<file path="config.mk">
export PLATFORM = sky130hd
export DESIGN_NAME = mealy_inverse_decoder_flat
export DESIGN_NICKNAME = d
export VERILOG_FILES = /design/src/rtl/mealy_fsm_pkg.sv /design/src/rtl/mealy_inverse_decoder_if.sv /design/src/rtl/mealy_inverse_decoder_bit_packer.sv /design/src/rtl/mealy_inverse_decoder.sv /design/src/flat_wrapper.sv
export SDC_FILE = /design/constraint.sdc
export NUM_CORES = 1
export LEC_CHECK = 0
export ABC_AREA = 1
export CORE_MARGIN = 2
export CORE_UTILIZATION = 47
export CTS_BUF_LIST = sky130_fd_sc_hd__clkbuf_4 sky130_fd_sc_hd__clkbuf_8
export CTS_CLUSTER_DIAMETER = 60
export DETAILED_ROUTE_END_ITERATION = 6
export PLACE_DENSITY_LB_ADDON = 0.08
export SETUP_SLACK_MARGIN = 0.1
export SLEW_MARGIN = 10
export SYNTH_ARGS = -nofsm -noshare
export SYNTH_HDL_FRONTEND = slang
export SYNTH_SLANG_ARGS = --single-unit
export TNS_END_PERCENT = 5
</file>
<file path="constraint.sdc">
create_clock -name clk -period 1.3 [get_ports clk]
set_input_delay 0.325 -clock clk [delete_from_list [all_inputs] [get_ports clk]]
set_output_delay 0.325 -clock clk [all_outputs]
set_load 0.03 [all_outputs]
</file>
<file path="src/rtl/mealy_fsm_pkg.sv">
// Shared description of the four-state Mealy encoder: state encodings,
// next-state/output tables and the inverse (y -> x) relation used by the decoder.
package mealy_fsm_pkg;

    typedef enum logic [1:0] {
        S_A = 2'b00,
        S_B = 2'b01,
        S_C = 2'b10,
        S_D = 2'b11
    } state_t;

    function automatic state_t next_state(input state_t s, input logic x);
        state_t n;
        case (s)
            S_A:     n = x ? S_C : S_B;
            S_B:     n = x ? S_D : S_C;
            S_C:     n = x ? S_D : S_B;
            default: n = x ? S_A : S_C;
        endcase
        return n;
    endfunction

    function automatic logic enc_output(input state_t s, input logic x);
        logic y;
        case (s)
            S_A:     y = ~x;
            S_B:     y = x;
            S_C:     y = x;
            default: y = ~x;
        endcase
        return y;
    endfunction

    // The encoder inverts x only in S_a and S_d, so the inverse is a single XOR.
    function automatic logic decode_x(input state_t s, input logic y);
        return y ^ ((s == S_A) || (s == S_D));
    endfunction

endpackage

</file>
<file path="src/rtl/mealy_inverse_decoder_if.sv">
// Symbol stream in, recovered bits/bytes and tracker status out.
interface mealy_inverse_decoder_if;
    logic       y_valid;
    logic       y_in;
    logic       resync;
    logic       x_out;
    logic       x_valid;
    logic [1:0] state;
    logic [7:0] byte_out;
    logic       byte_valid;
    logic [2:0] bit_count;

    modport master (
        output y_valid, y_in, resync,
        input  x_out, x_valid, state, byte_out, byte_valid, bit_count
    );

    modport slave (
        input  y_valid, y_in, resync,
        output x_out, x_valid, state, byte_out, byte_valid, bit_count
    );
endinterface

</file>
<file path="src/rtl/mealy_inverse_decoder_bit_packer.sv">
// Collects recovered bits LSB first and emits a byte with a one-cycle strobe
// when the eighth bit arrives.
module bit_packer (
    input  logic       clk,
    input  logic       reset,
    input  logic       bit_in,
    input  logic       valid,
    input  logic       clear,
    output logic [7:0] byte_out,
    output logic       byte_valid,
    output logic [2:0] count
);

    logic [6:0] partial;

    // clear drops the partial byte but byte_out keeps the last completed byte.
    always_ff @(posedge clk) begin
        if (!reset) begin
            partial    <= '0;
            count      <= '0;
            byte_out   <= '0;
            byte_valid <= 1'b0;
        end else begin
            byte_valid <= 1'b0;
            if (clear) begin
                partial <= '0;
                count   <= '0;
            end else if (valid) begin
                if (count == 3'd7) begin
                    byte_out   <= {bit_in, partial};
                    byte_valid <= 1'b1;
                    partial    <= '0;
                    count      <= '0;
                end else begin
                    partial[count] <= bit_in;
                    count          <= count + 3'd1;
                end
            end
        end
    end

endmodule

</file>
<file path="src/rtl/mealy_inverse_decoder.sv">
// Tracks the Mealy encoder state from its observed outputs, recovers the
// encoder input bit per accepted symbol and packs the bits into bytes.
module mealy_inverse_decoder
    import mealy_fsm_pkg::*;
(
    input  logic                    clk,
    input  logic                    reset,
    mealy_inverse_decoder_if.slave  bus
);

    state_t state_q, state_d;
    logic   x_out_q, x_out_d;
    logic   x_valid_q, x_valid_d;
    logic   x_rec;
    logic   accept;

    assign accept = bus.y_valid && !bus.resync;
    assign x_rec  = decode_x(state_q, bus.y_in);

    always_ff @(posedge clk) begin
        if (!reset) begin
            state_q   <= S_A;
            x_out_q   <= 1'b0;
            x_valid_q <= 1'b0;
        end else begin
            state_q   <= state_d;
            x_out_q   <= x_out_d;
            x_valid_q <= x_valid_d;
        end
    end

    // resync wins over a same-cycle symbol, which is simply dropped.
    always_comb begin
        state_d   = state_q;
        x_out_d   = x_out_q;
        x_valid_d = 1'b0;
        if (bus.resync) begin
            state_d = S_A;
        end else if (bus.y_valid) begin
            state_d   = next_state(state_q, x_rec);
            x_out_d   = x_rec;
            x_valid_d = 1'b1;
        end
    end

    bit_packer u_packer (
        .clk        (clk),
        .reset      (reset),
        .bit_in     (x_rec),
        .valid      (accept),
        .clear      (bus.resync),
        .byte_out   (bus.byte_out),
        .byte_valid (bus.byte_valid),
        .count      (bus.bit_count)
    );

    assign bus.x_out   = x_out_q;
    assign bus.x_valid = x_valid_q;
    assign bus.state   = state_q;

endmodule

</file>
<file path="src/flat_wrapper.sv">
// flat-port wrapper written by rule: the top's interface ports become plain ports
module mealy_inverse_decoder_flat import mealy_fsm_pkg::*;
  (clk, reset, bus_y_valid, bus_y_in, bus_resync, bus_x_out, bus_x_valid, bus_state, bus_byte_out, bus_byte_valid, bus_bit_count);
  mealy_inverse_decoder_if bus_i ();
  input  logic clk;
  input  logic reset;
  input wire logic [$bits(bus_i.y_valid)-1:0] bus_y_valid;
  input wire logic [$bits(bus_i.y_in)-1:0] bus_y_in;
  input wire logic [$bits(bus_i.resync)-1:0] bus_resync;
  output wire logic [$bits(bus_i.x_out)-1:0] bus_x_out;
  output wire logic [$bits(bus_i.x_valid)-1:0] bus_x_valid;
  output wire logic [$bits(bus_i.state)-1:0] bus_state;
  output wire logic [$bits(bus_i.byte_out)-1:0] bus_byte_out;
  output wire logic [$bits(bus_i.byte_valid)-1:0] bus_byte_valid;
  output wire logic [$bits(bus_i.bit_count)-1:0] bus_bit_count;
  assign bus_i.y_valid = bus_y_valid;
  assign bus_i.y_in = bus_y_in;
  assign bus_i.resync = bus_resync;
  assign bus_x_out = bus_i.x_out;
  assign bus_x_valid = bus_i.x_valid;
  assign bus_state = bus_i.state;
  assign bus_byte_out = bus_i.byte_out;
  assign bus_byte_valid = bus_i.byte_valid;
  assign bus_bit_count = bus_i.bit_count;
  mealy_inverse_decoder u_core (.clk(clk), .reset(reset), .bus(bus_i));
endmodule
</file>
# Word level (Yosys, flattened, before mapping)
# Cells that the tools add are included.
dict set report op_classes {
  addsub 1
  order_cmp 2
  eq_ne 4
  n_mux 12
  n_bitwise 4
  n_reduce_logical 9
}
# operator count
set ops {}
lappend ops {{7-bit bitwise mux} 1}
lappend ops {{7-bit two-way mux} 1}
lappend ops {{2-bit two-way mux} 3}
lappend ops {{2-bit case mux with 3 select lines} 1}
lappend ops {{2-bit equality test (second input constant)} 2}
lappend ops {{3-bit by 4-bit < comparator with 1-bit output (second input constant)} 1}
lappend ops {{1-bit two-way mux} 4}
lappend ops {{3-bit by 1-bit adder with 3-bit output (second input constant)} 1}
lappend ops {{1-bit demux with 3-bit select} 1}
lappend ops {{3-bit equality test (second input constant)} 1}
lappend ops {{3-bit by 1-bit >= comparator with 1-bit output (second input constant)} 1}
lappend ops {{3-bit two-way mux} 1}
lappend ops {{1-bit NOT} 3}
lappend ops {{3-bit AND reduction} 1}
lappend ops {{3-bit OR reduction} 1}
lappend ops {{2-bit by 1-bit equality test with 1-bit output (second input constant)} 1}
lappend ops {{1-bit logical AND} 2}
lappend ops {{2-bit logical NOT} 1}
lappend ops {{2-bit AND reduction} 1}
lappend ops {{2-bit OR reduction} 1}
lappend ops {{1-bit logical NOT} 1}
lappend ops {{1-bit logical OR} 1}
lappend ops {{1-bit bitwise XOR} 1}
dict set report word_totals {
  register_bits 23
  output_inout_bits 16
  word_cells 39
}

# Depth between registers and ports, before layout
# Gate-level depths: netlist of the first run.
dict set report depth {
  word_depth 6
  mapped_depth 8
  mapped_depth_nobuf 8
}

# Cells and area by module
# From an unflattened synthesis of the first run, not the netlist that was laid out.
dict set report unflattened {
  hier_cells 150
  hier_area_um2 1083.5
}
# module instances cells_per_inst area_each_um2 seq_area_each_um2
set modules_own_cells {}
lappend modules_own_cells {bit_packer 1 117 864.6 380.4}
lappend modules_own_cells {mealy_inverse_decoder 1 33 219.0 80.1}

# Least setup slack after synthesis of the first run
# OpenSTA, ideal clock, no wires.
dict set report synth_path {
  path_type {reg2reg}
  start {register u_core.u_packer.count[0]}
  end {register u_core.u_packer.partial[1]}
  setup_time_ns 0.110
  t_arrival_ns 1.464
  path_slack_ns -0.274
  stages_incl_launch_ff 9
  period_less_slack_ns 1.574
  cell_sequence {dfxtp_1 -> ha_1 -> ha_1 -> buf_2 -> inv_1 -> nand2_1 -> nand3_1 -> inv_1 -> nor2_1}
}
dict set report synth_between {
  elab_chain_len 6
  word_cells_on_any_way 8
}
# item line_no
set synth_lines {}
lappend synth_lines {{from (decl)} mealy_inverse_decoder_bit_packer.sv:11} ;# output logic [2:0] count
lappend synth_lines {{from (signal assigned)} mealy_inverse_decoder_bit_packer.sv:36} ;# count <= count + 3'd1;
lappend synth_lines {{3-bit by 4-bit < comparator with 1-bit output (implied by the code) or 3-bit by 1-bit >= comparator with 1-bit output (tied branches)} mealy_inverse_decoder_bit_packer.sv:35} ;# partial[count] <= bit_in;
lappend synth_lines {{1-bit logical AND (implied by the code)} mealy_inverse_decoder_bit_packer.sv:35}
lappend synth_lines {{1-bit two-way mux (implied by the code)} mealy_inverse_decoder_bit_packer.sv:35}
lappend synth_lines {{1-bit demux with 3-bit select} mealy_inverse_decoder_bit_packer.sv:35}
lappend synth_lines {{7-bit bitwise mux} mealy_inverse_decoder_bit_packer.sv:35}
lappend synth_lines {{7-bit two-way mux *} mealy_inverse_decoder_bit_packer.sv:29} ;# if (count == 3'd7) begin
lappend synth_lines {{to (signal, indexed assignment)} mealy_inverse_decoder_bit_packer.sv:35}
lappend synth_lines {{to (decl)} mealy_inverse_decoder_bit_packer.sv:14} ;# logic [6:0] partial;
# Mark *: on every way between the ends. The rest lies on a longest branch, timed or not.
# A chain may end at the register's enable or synchronous reset.

# Worst setup path after layout of the first run
dict set report layout_path {
  start {register u_core.state_q[1] (netlist: u_core.bus.state[1])}
  end {register u_core.u_packer.partial[1]}
}
dict set report layout_between {
  elab_chain_len 5
  word_cells_on_any_way 6
}
# item line_no
set layout_lines {}
lappend layout_lines {{from (decl)} mealy_inverse_decoder.sv:11} ;# state_t state_q, state_d;
lappend layout_lines {{from (signal assigned)} mealy_inverse_decoder.sv:26} ;# state_q <= state_d;
lappend layout_lines {{2-bit equality test or 2-bit logical NOT (tied branches)} mealy_fsm_pkg.sv:36} ;# return y ^ ((s == S_A) || (s == S_D));
lappend layout_lines {{1-bit logical OR *} mealy_fsm_pkg.sv:36}
lappend layout_lines {{1-bit bitwise XOR *} mealy_fsm_pkg.sv:36}
lappend layout_lines {{7-bit bitwise mux *} mealy_inverse_decoder_bit_packer.sv:35}
lappend layout_lines {{7-bit two-way mux *} mealy_inverse_decoder_bit_packer.sv:29}
# Marked as above.

==> run summary, run 1 <==
Height of the die: 51.3 µm
Crit path max fanout: 4
GRT busiest layer: met2
Critical path class: reg -> reg
Slowest stage delay, CP: 0.39 ns
Layout Nets: 197
Post-detail-place hpwl: 1710 µm
Detailed-route wire length per cell: 11.4 µm
Total Routing Usage GR: 0.198
CP Cell Sequence: ha_4 > inv_2 > nand2_2 > nand2_2 > nand2_2 > nand3_1 > inv_1 > nor2_1
Period utilization: 0.940
Clock Tree Buf Depth: 2
Library cells used by synthesis: 17
Post-Route Utilization: 0.697
Via-to-Cell Ratio: 4.92
Largest net degree at the start of global routing: 14
FP Rows: 17
# setup viols final: 0
Peak VDD IR: 0.511 mV
H-tree Lvls: 1
Worst setup SP type: flop
Clk slew on worst S/H paths: 0.13 ns
Final Critical Period: 1.22 ns
Required @ worst endpoint: 1.53 ns
Dpl ws: -0.379 ns
Final hold violation count: 0
Vias: 1057
Slew headroom: 0.848
CTS Buf Count: 3
Synth Cell Area: 1050 µm²
Worst Path Arrival: 1.46 ns
Placer Congestion: 0.771
Area grow syn2layout: 44.0%
Ys Warns: 0
Commonest non-fill, non-tap cell in the layout: nand2_1
Fraction of layout cells with a size suffix above 1: 0.310
GR Overflow Total: 0
CP most frequent cell: nand2_2
Yosys reg bits: 23
Register area share after synthesis: 0.439
Synth top area share: 0.439
Worst-Margin Slew: 0.227 ns
Placeable Area: 2170 µm²
Leak: 0.000694 µW
Cts hold-fix bufs: 0
Avg Inst Size Synth: 6.86 µm²
I/O pins: 21
Syn Nets: 162
Power Density: 831 nW/µm²
Number of global-route vias before repair: 948
Final worst slack: 0.0786 ns
Worst Clk Skew: 0.00962 ns
DR iter-0 viols: 25
CTS tree: done
Ant. Diodes: 0
Port-buffer cells: 20
CP bufs+invs: 2
CTS Sinks: 23
DR pass1 iterations: 6
Global-route wire length before repair: 3910 µm
Starting density of the core: 0.484
Die area: 2630 µm²
Crit-path slowest cell: dfxtp_4
Syn Inst Count: 153
FMAX: 819 MHz
Top post-synthesis cells by area: dfxtp_1 44%, nand2_1 16%, a21oi_1 7.2%, nor2_1 7.2%, nand3_1 5.7%
RSZ-0062 raised after global routing: yes
# DRC: 0
Total wire length: 2450 µm
Cell taking the most area after synthesis: dfxtp_1
Post-Layout Cell Count: 215
Die X: 51.3 µm
Most frequent cells in the layout: 39 x nand2_1, 27 x buf_4, 18 x dfxtp_1, 16 x nor2_1, 15 x inv_1
Clock root buffer: clkbuf_4
GRT met1 Usage: 0.234
Clock latency on the worst-skew pair: 0.32 ns
Setup TNS: 0 ns
Max_cap viols: 0
WHS: 0.338 ns
DP Cell Count: 204
Cell family with most CP delay: flip-flops
HP Class: in -> reg
Post-DRT Antenna Nets: 0
CP endpoint kind: flop
Met2 Usage GRT: 0.348
Global-route met3 utilization: 0.0409
Outcome: finished clean
Final Max Tran Viols: 0
Initial antenna violation count: 0
[layout make-up]
type | count | area, µm²
inverter | 17 | 63.8
fill | 179 | 658
clock buffer | 3 | 22.5
multi-input combinational | 109 | 607
timing repair buffer | 34 | 299
tap | 28 | 35.0
clock inverter | 1 | 5.00
sequential | 23 | 479
[kinds of logic (layout without fill, tap and decap cells)]
logic type / after synthesis / after routing / share of synthesized area
buffers and inverters: 21 / 55 / 0.0810
AO/OA/AOI/OAI: 23 / 23 / 0.112
AND/OR/NAND/NOR: 82 / 82 / 0.321
adder cells (fa/ha/maj): 4 / 4 / 0.0477
flip-flops: 23 / 23 / 0.439
[timing repair]
| item | CTS | global route |
|---|---|---|
| pin swaps | 3 | 8 |
| setup buffers | 5 | 2 |
| resized for setup | 11 | 11 |
| endpoints found under the setup margin | 17 | 27 |
[worst paths after layout]
check / start / endpoint / slack, ns / depth (start not counted)
worst min-delay path: bus_y_valid / u_core.bus.state[0]$_SDFFE_PP0P_ / 0.34 / 3
worst min register to register: u_core.u_packer.byte_out[4]$_SDFFE_PN0P_ / u_core.u_packer.byte_out[4]$_SDFFE_PN0P_ / 0.47 / 2
worst max-delay path: u_core.bus.state[1]$_SDFFE_PP0P_ / u_core.u_packer.partial[1]$_SDFFE_PP0P_ / 0.08 / 8
worst max register to register: u_core.bus.state[1]$_SDFFE_PP0P_ / u_core.u_packer.partial[1]$_SDFFE_PP0P_ / 0.08 / 8
[state kept, by name, summed over array words and instances, names as in the netlist]
name,flops
u_core.u_packer.count,3
u_core.u_packer.byte_valid,1
u_core.bus.state,2
u_core.bus.x_valid,1
u_core.u_packer.byte_out,8
u_core.bus.x_out,1
u_core.u_packer.partial,7
[cell usage after synthesis]
master and n:
ha_1 4, dfxtp_1 23, buf_2 2, nor3_1 1
nor2_1 20, clkbuf_1 1, inv_1 16, nand2_2 1
a211oi_1 1, and3_1 1, nor2_4 1, nand3_1 12
a21oi_1 15, nand2_1 46, o21ai_0 7, inv_2 1
buf_4 1
[metal layers]
metal | routed length [µm] | share of wire
met3 | 90 | 0.037
met4 | 45 | 0.018
met5 | 0 | 0
met2 | 1250 | 0.51
met1 | 1070 | 0.43
[worst register-to-register path: cells and delay by family, from the launching register on]
family                   cells  cell delay (ns)
AND/OR/NAND/NOR              5             0.36
adder cells (fa/ha/maj)      1             0.27
flip-flops                   1             0.39
buffers and inverters        2             0.10
[power by group]
group | total, µW | switching, µW | internal (µW)
Combinational | 200 | 115 | 85.1
Sequential | 722 | 12.3 | 710
Clock | 334 | 219 | 115
[through the flow]
step                cell area [µm²]  total power (µW)
floorplan                      1100               834
global placement               1320               894
detailed placement             1320               898
CTS                            1450              1250
global route                   1510              1310
finish                         1510              1260
Power figures use the tool's default switching activity.
==> inputs of run 2 (changes only) <==
- MAX_ROUTING_LAYER: not set -> met4
==> run summary, run 2 (same netlist as run 1, synthesis figures left out) <==
Total wire length: 2460 µm (+0.33%)
Die area: 2630 µm² (unchanged)
Area of placed instances: 1320 µm² (unchanged)
Fraction of layout cells with a size suffix above 1: 0.310 (unchanged)
Vias: 1060 (+0.28%)
I/O pins: 21 (unchanged)
Crit path max fanout: 7 (+3)
Post-DRT Antenna Nets: 0 (unchanged)
Leak: 0.000694 µW (unchanged)
Worst Path Arrival: 0.89 ns (-0.57 ns)
Worst R2R Start: u_core.bus.state[0]$_SDFFE_PP0P_
Via-to-Cell Ratio: 4.93 (+0.28%)
Clock Tree Buf Depth: 2 (unchanged)
Placeable Area: 2170 µm² (unchanged)
P_int: 910 µW (about the same)
DR pass1 iterations: 4 (-2)
Cell family with most CP delay: flip-flops
Detailed-route wire length per cell: 11.4 µm (+0.33%)
Post-Layout Cell Count: 215 (unchanged)
GR Overflow Total: 0 (unchanged)
CP endpoint kind: output pin
Biggest register: u_core.u_packer.byte_out
Critical path class: reg -> out
Clock root buffer: clkbuf_4
Switching power: 347 µW (+0.34%)
Biggest regs: u_core.u_packer.byte_out: 8 flops, u_core.u_packer.partial: 7 flops, u_core.u_packer.count: 3 flops
Clock group share of total power: 0.267 (about the same)
Layout Nets: 197 (unchanged)
RSZ-0062 raised after global routing: yes
Global-route wire length before repair: 3920 µm (+0.18%)
Commonest non-fill, non-tap cell in the layout: nand2_1
Required @ worst endpoint: 0.98 ns (-0.55 ns)
Net Sw Frac: 0.276 (+0.000650)
Placer Congestion: 0.781 (+1.4%)
Max reg flops: 8 (unchanged)
Hold_sp: bus_y_valid
CTS tree: done
Number of global-route vias before repair: 947 (-0.11%)
Die X: 51.3 µm (unchanged)
Final Critical Period: 1.22 ns (-0.00203 ns)
Crit-path slowest cell: dfxtp_4
Clk slew on worst S/H paths: 0.13 ns (about the same)
CP bufs+invs: 1 (-1)
Post-detail-place hpwl: 1710 µm (unchanged)
Slowest stage delay, CP: 0.41 ns (+0.02 ns)
Total Routing Usage GR: 0.203 (+0.00526)
HP Class: in -> reg
CTS Buf Count: 3 (unchanged)
Comb pwr share: 0.159 (about the same)
H-tree Lvls: 1 (unchanged)
Cts hold-fix bufs: 0 (unchanged)
Seq pwr share: 0.574 (about the same)
Ant. Diodes: 0 (unchanged)
Port-buffer cells: 20 (unchanged)
Worst Clk Skew: 0.0100 ns (+0.000386 ns)
Clock latency on the worst-skew pair: 0.32 ns (about the same)
Worst-Margin Slew: 0.227 ns (-0.0000613 ns)
Starting density of the core: 0.484 (unchanged)
Final Max Tran Viols: 0 (unchanged)
# DRC: 0 (unchanged)
Largest net degree at the start of global routing: 14 (unchanged)
Slew headroom: 0.848 (about the same)
DP Cell Count: 204 (unchanged)
Peak VDD IR: 0.511 mV (about the same)
Most frequent cells in the layout: 39 x nand2_1, 27 x buf_4, 18 x dfxtp_1, 16 x nor2_1, 15 x inv_1
Period utilization: 0.938 (-0.00156)
FMAX: 820 MHz (+0.17%)
# setup viols final: 0 (unchanged)
Height of the die: 51.3 µm (unchanged)
DR iter-0 viols: 25 (unchanged)
CTS Sinks: 23 (unchanged)
Max_cap viols: 0 (unchanged)
Final hold violation count: 0 (unchanged)
Initial antenna violation count: 0 (unchanged)
Area grow syn2layout: 44.0% (unchanged)
CP Cell Sequence: buf_4
Critical Path Start: u_core.u_packer.count[2]$_SDFFE_PP0P_
Outcome: finished clean
FP Rows: 17 (unchanged)
Power Density: 832 nW/µm² (about the same)
Worst setup SP type: flop
Finished Cell Area: 1510 µm² (unchanged)
-- run 2: cell counts in the layout (fill, tap and decap cells not counted) --
No cell type changed its count.
-- run 2: final timing paths --
| kind | endpoint | slack, ns | depth (start not counted) |
|---|---|---|---|
| setup / recovery | bus_bit_count[2] | 0.08 | 1 |
| hold / removal | u_core.bus.state[0]$_SDFFE_PP0P_ | 0.34 | 3 |
| setup reg to reg | u_core.u_packer.partial[1]$_SDFFE_PP0P_ | 0.09 | 8 |
| hold reg to reg | u_core.u_packer.byte_out[4]$_SDFFE_PN0P_ | 0.47 | 2 |
-- run 2: layer usage --
layer  up-vias  global-route usage  wire, µm
met5         -                   -         0
met4         0              0.0789        46
met3         6              0.0380        94
met2        30               0.348      1240
met1       473               0.235      1080
li1        551                   -         -
-- run 2: layout make-up --
type | instances | area (µm²)
fillers | 179 | 658
multi-input cells | 109 | 607
flip-flops and latches | 23 | 479
repair buffers | 34 | 299
inverters | 17 | 63.8
well taps | 28 | 35.0
clock buffers | 3 | 22.5
clock inverters | 1 | 5.00
-- run 2: through the flow --
step / setup WS, ns / setup TNS [ns] / total power (µW) / utilization / hold slack [ns]
after CTS: 0.0595 / 0 / 1250 / 0.667 / 0.480
after global routing: 0.000752 / 0 / 1310 / 0.697 / 0.359
final: 0.0806 / 0 / 1260 / 0.697 / 0.336
after floorplan: 0.0968 / 0 / 834 / - / 0.404
after global placement: -0.290 / -4.72 / 894 / 0.610 / 0.451
after detailed placement: -0.379 / -5.27 / 898 / 0.610 / 0.460
-- run 2: worst min-delay path, stage by stage --
cell and delay (ns):
dlymetal6s2s_1 0.11, buf_4 0.14, a21oi_1 0.06
-- run 2: timing repair --
item                       CTS  global route
setup buffers                5             2
setup endpoints to repair   17            27
pin swaps                    3             8
resized for setup           11            11
-- run 2: power by group through the flow --
stage | sequential [µW] | clock [µW] | combinational, µW
finish | 722 | 335 | 200
global route | 724 | 363 | 220
detailed placement | 740 | 0 | 157
floorplan | 757 | 0 | 76.5
global placement | 740 | 0 | 155
CTS | 722 | 345 | 187
==> inputs of run 3 (changes only) <==
- ABC_CLOCK_PERIOD_IN_PS: not set -> 1300
- CORE_MARGIN: 2 -> not set
==> run summary, run 3 (same netlist as run 1, synthesis figures left out) <==
Total wire length: 2760 µm (+12%)
Die X: 49.3 µm (-3.9%)
Required @ worst endpoint: 1.55 ns (+0.57 ns)
Slew headroom: 0.832 (-0.0167)
Setup TNS: 0 ns (unchanged)
Post-Route Utilization: 0.756 (+0.0595)
Area grow syn2layout: 45.6%
Fraction of layout cells with a size suffix above 1: 0.333 (+0.0232)
Clock Tree Buf Depth: 2 (unchanged)
CTS tree: done
Net Sw Frac: 0.280 (+0.00405)
Port-buffer cells: 20 (unchanged)
Die area: 2430 µm² (-7.7%)
Final Max Tran Viols: 0 (unchanged)
Commonest non-fill, non-tap cell in the layout: nand2_1
GR Overflow Total: 0 (unchanged)
Final hold violation count: 0 (unchanged)
Placer Congestion: 0.810 (+3.7%)
Biggest regs: u_core.u_packer.byte_out: 8 flops, u_core.u_packer.partial: 7 flops, u_core.u_packer.count: 3 flops
Final worst slack: 0.0637 ns (-0.0169 ns)
Critical path class: reg -> reg
Largest net degree at the start of global routing: 14 (unchanged)
Slowest stage delay, CP: 0.39 ns (-0.02 ns)
Multi-input gate area: 607 µm² (unchanged)
Clock latency on the worst-skew pair: 0.31 ns (about the same)
Biggest register: u_core.u_packer.byte_out
Cts hold-fix bufs: 0 (unchanged)
Comb pwr share: 0.167 (+0.008)
Clock group share of total power: 0.262 (-0.005)
HP Class: in -> reg
Cell family with most CP delay: flip-flops
DR iter-0 viols: 62 (+150%)
Leak: 0.000695 µW (+0.21%)
Vias: 1135 (+7.1%)
CTS Sinks: 23 (unchanged)
Worst setup SP type: flop
Total Routing Usage GR: 0.236 (+0.0328)
Clock root buffer: clkbuf_4
Ant. Diodes: 0 (unchanged)
Detailed-route wire length per cell: 12.8 µm (+12%)
CTS Buf Count: 3 (unchanged)
Area of placed instances: 1340 µm² (+1.0%)
Period utilization: 0.951 (+0.0130)
Starting density of the core: 0.519 (+0.0353)
CP Cell Sequence: ha_4 > ha_1 > o21ai_0 > and3_1
Worst-Margin Slew: 0.252 ns (+0.0249 ns)
FP Rows: 16 (-1)
Height of the die: 49.3 µm (-3.9%)
# DRC: 0 (unchanged)
# setup viols final: 0 (unchanged)
Via-to-Cell Ratio: 5.25 (+6.6%)
I/O pins: 21 (unchanged)
FMAX: 809 MHz (-1.4%)
Clk slew on worst S/H paths: 0.13 ns (about the same)
H-tree Lvls: 1 (unchanged)
Initial antenna violation count: 0 (unchanged)
Global-route wire length before repair: 4310 µm (+10%)
Number of global-route vias before repair: 1021 (+7.8%)
Placeable Area: 2020 µm² (-6.8%)
Most frequent cells in the layout: 38 x nand2_1, 28 x buf_4, 18 x dfxtp_1, 17 x nor2_1
WHS: 0.353 ns (+0.0171 ns)
Post-detail-place hpwl: 1640 µm (-4.2%)
Crit path max fanout: 6 (-1)
Final Critical Period: 1.24 ns (+0.0169 ns)
Layout fillers: 152 (-15%)
Max_cap viols: 0 (unchanged)
Switching power: 355 µW (+2.2%)
DR pass1 iterations: 5 (+1)
Dpl ws: -0.344 ns (+0.0353 ns)
Outcome: finished clean
Layout Nets: 199 (+1.0%)
Crit-path slowest cell: dfxtp_4
Seq pwr share: 0.570 (-0.004)
Post-DRT Antenna Nets: 0 (unchanged)
RSZ-0062 raised after global routing: yes
CP bufs+invs: 0 (-1)
Finished Cell Area: 1530 µm² (+1.2%)
P_int: 912 µW (+0.19%)
Peak VDD IR: 0.567 mV (+11%)
CP endpoint kind: flop
Worst Clk Skew: 0.00131 ns (-0.00870 ns)
Max reg flops: 8 (unchanged)
Power Density: 828 nW/µm² (-0.40%)
Seq. cell area: 479 µm² (unchanged)
Worst Path Arrival: 1.49 ns (+0.60 ns)
## run 3: worst min-delay path, stage by stage
cell and delay, ns:
dlymetal6s2s_1 0.11, buf_4 0.14, a21oi_1 0.06
## run 3: area by class of cell
class | instances | area share
Clock buffer | 3 | 0.0147
Clock inverter | 1 | 0.00327
Inverter | 17 | 0.0417
Multi-Input combinational cell | 109 | 0.397
Sequential cell | 23 | 0.313
Tap cell | 27 | 0.0221
Timing Repair Buffer | 36 | 0.208
## run 3: path summary, 6_finish.rpt
path	to	start	cells after the start	slack (ns)
max	u_core.u_packer.count[0]$_SDFFE_PP0P_	u_core.u_packer.count[1]$_SDFFE_PP0P_	4	0.06
min	u_core.bus.state[0]$_SDFFE_PP0P_	bus_y_valid	3	0.35
max reg2reg	u_core.u_packer.count[0]$_SDFFE_PP0P_	u_core.u_packer.count[1]$_SDFFE_PP0P_	4	0.06
min reg2reg	u_core.u_packer.byte_out[1]$_SDFFE_PN0P_	u_core.u_packer.byte_out[1]$_SDFFE_PN0P_	2	0.47
## run 3: power groups by stage
stage	clock network (µW)	logic, µW	registers [µW]
2_1_floorplan	0	76.5	757
3_3_place_gp	0	159	740
3_5_place_dp	0	161	740
4_1_cts	344	186	723
5_1_grt	371	230	724
6_report	332	212	722
## run 3: through the flow
step | std cells | power, µW
6_report | 216 | 1270
2_1_floorplan | 153 | 834
5_1_grt | 216 | 1320
3_3_place_gp | 205 | 899
4_1_cts | 214 | 1250
3_5_place_dp | 205 | 901
## run 3: layer usage
layer / part of all wire / track usage
met4: 0.040 / 0.103
met2: 0.48 / 0.406
met1: 0.42 / 0.269
met3: 0.056 / 0.0343
met5: 0 / -
## run 3: timing repair
item                                    in CTS  in global routing
gates resized for setup                     10                 15
endpoints found under the setup margin      19                 29
pin swaps                                    2                  8
buffers inserted                             5                  2
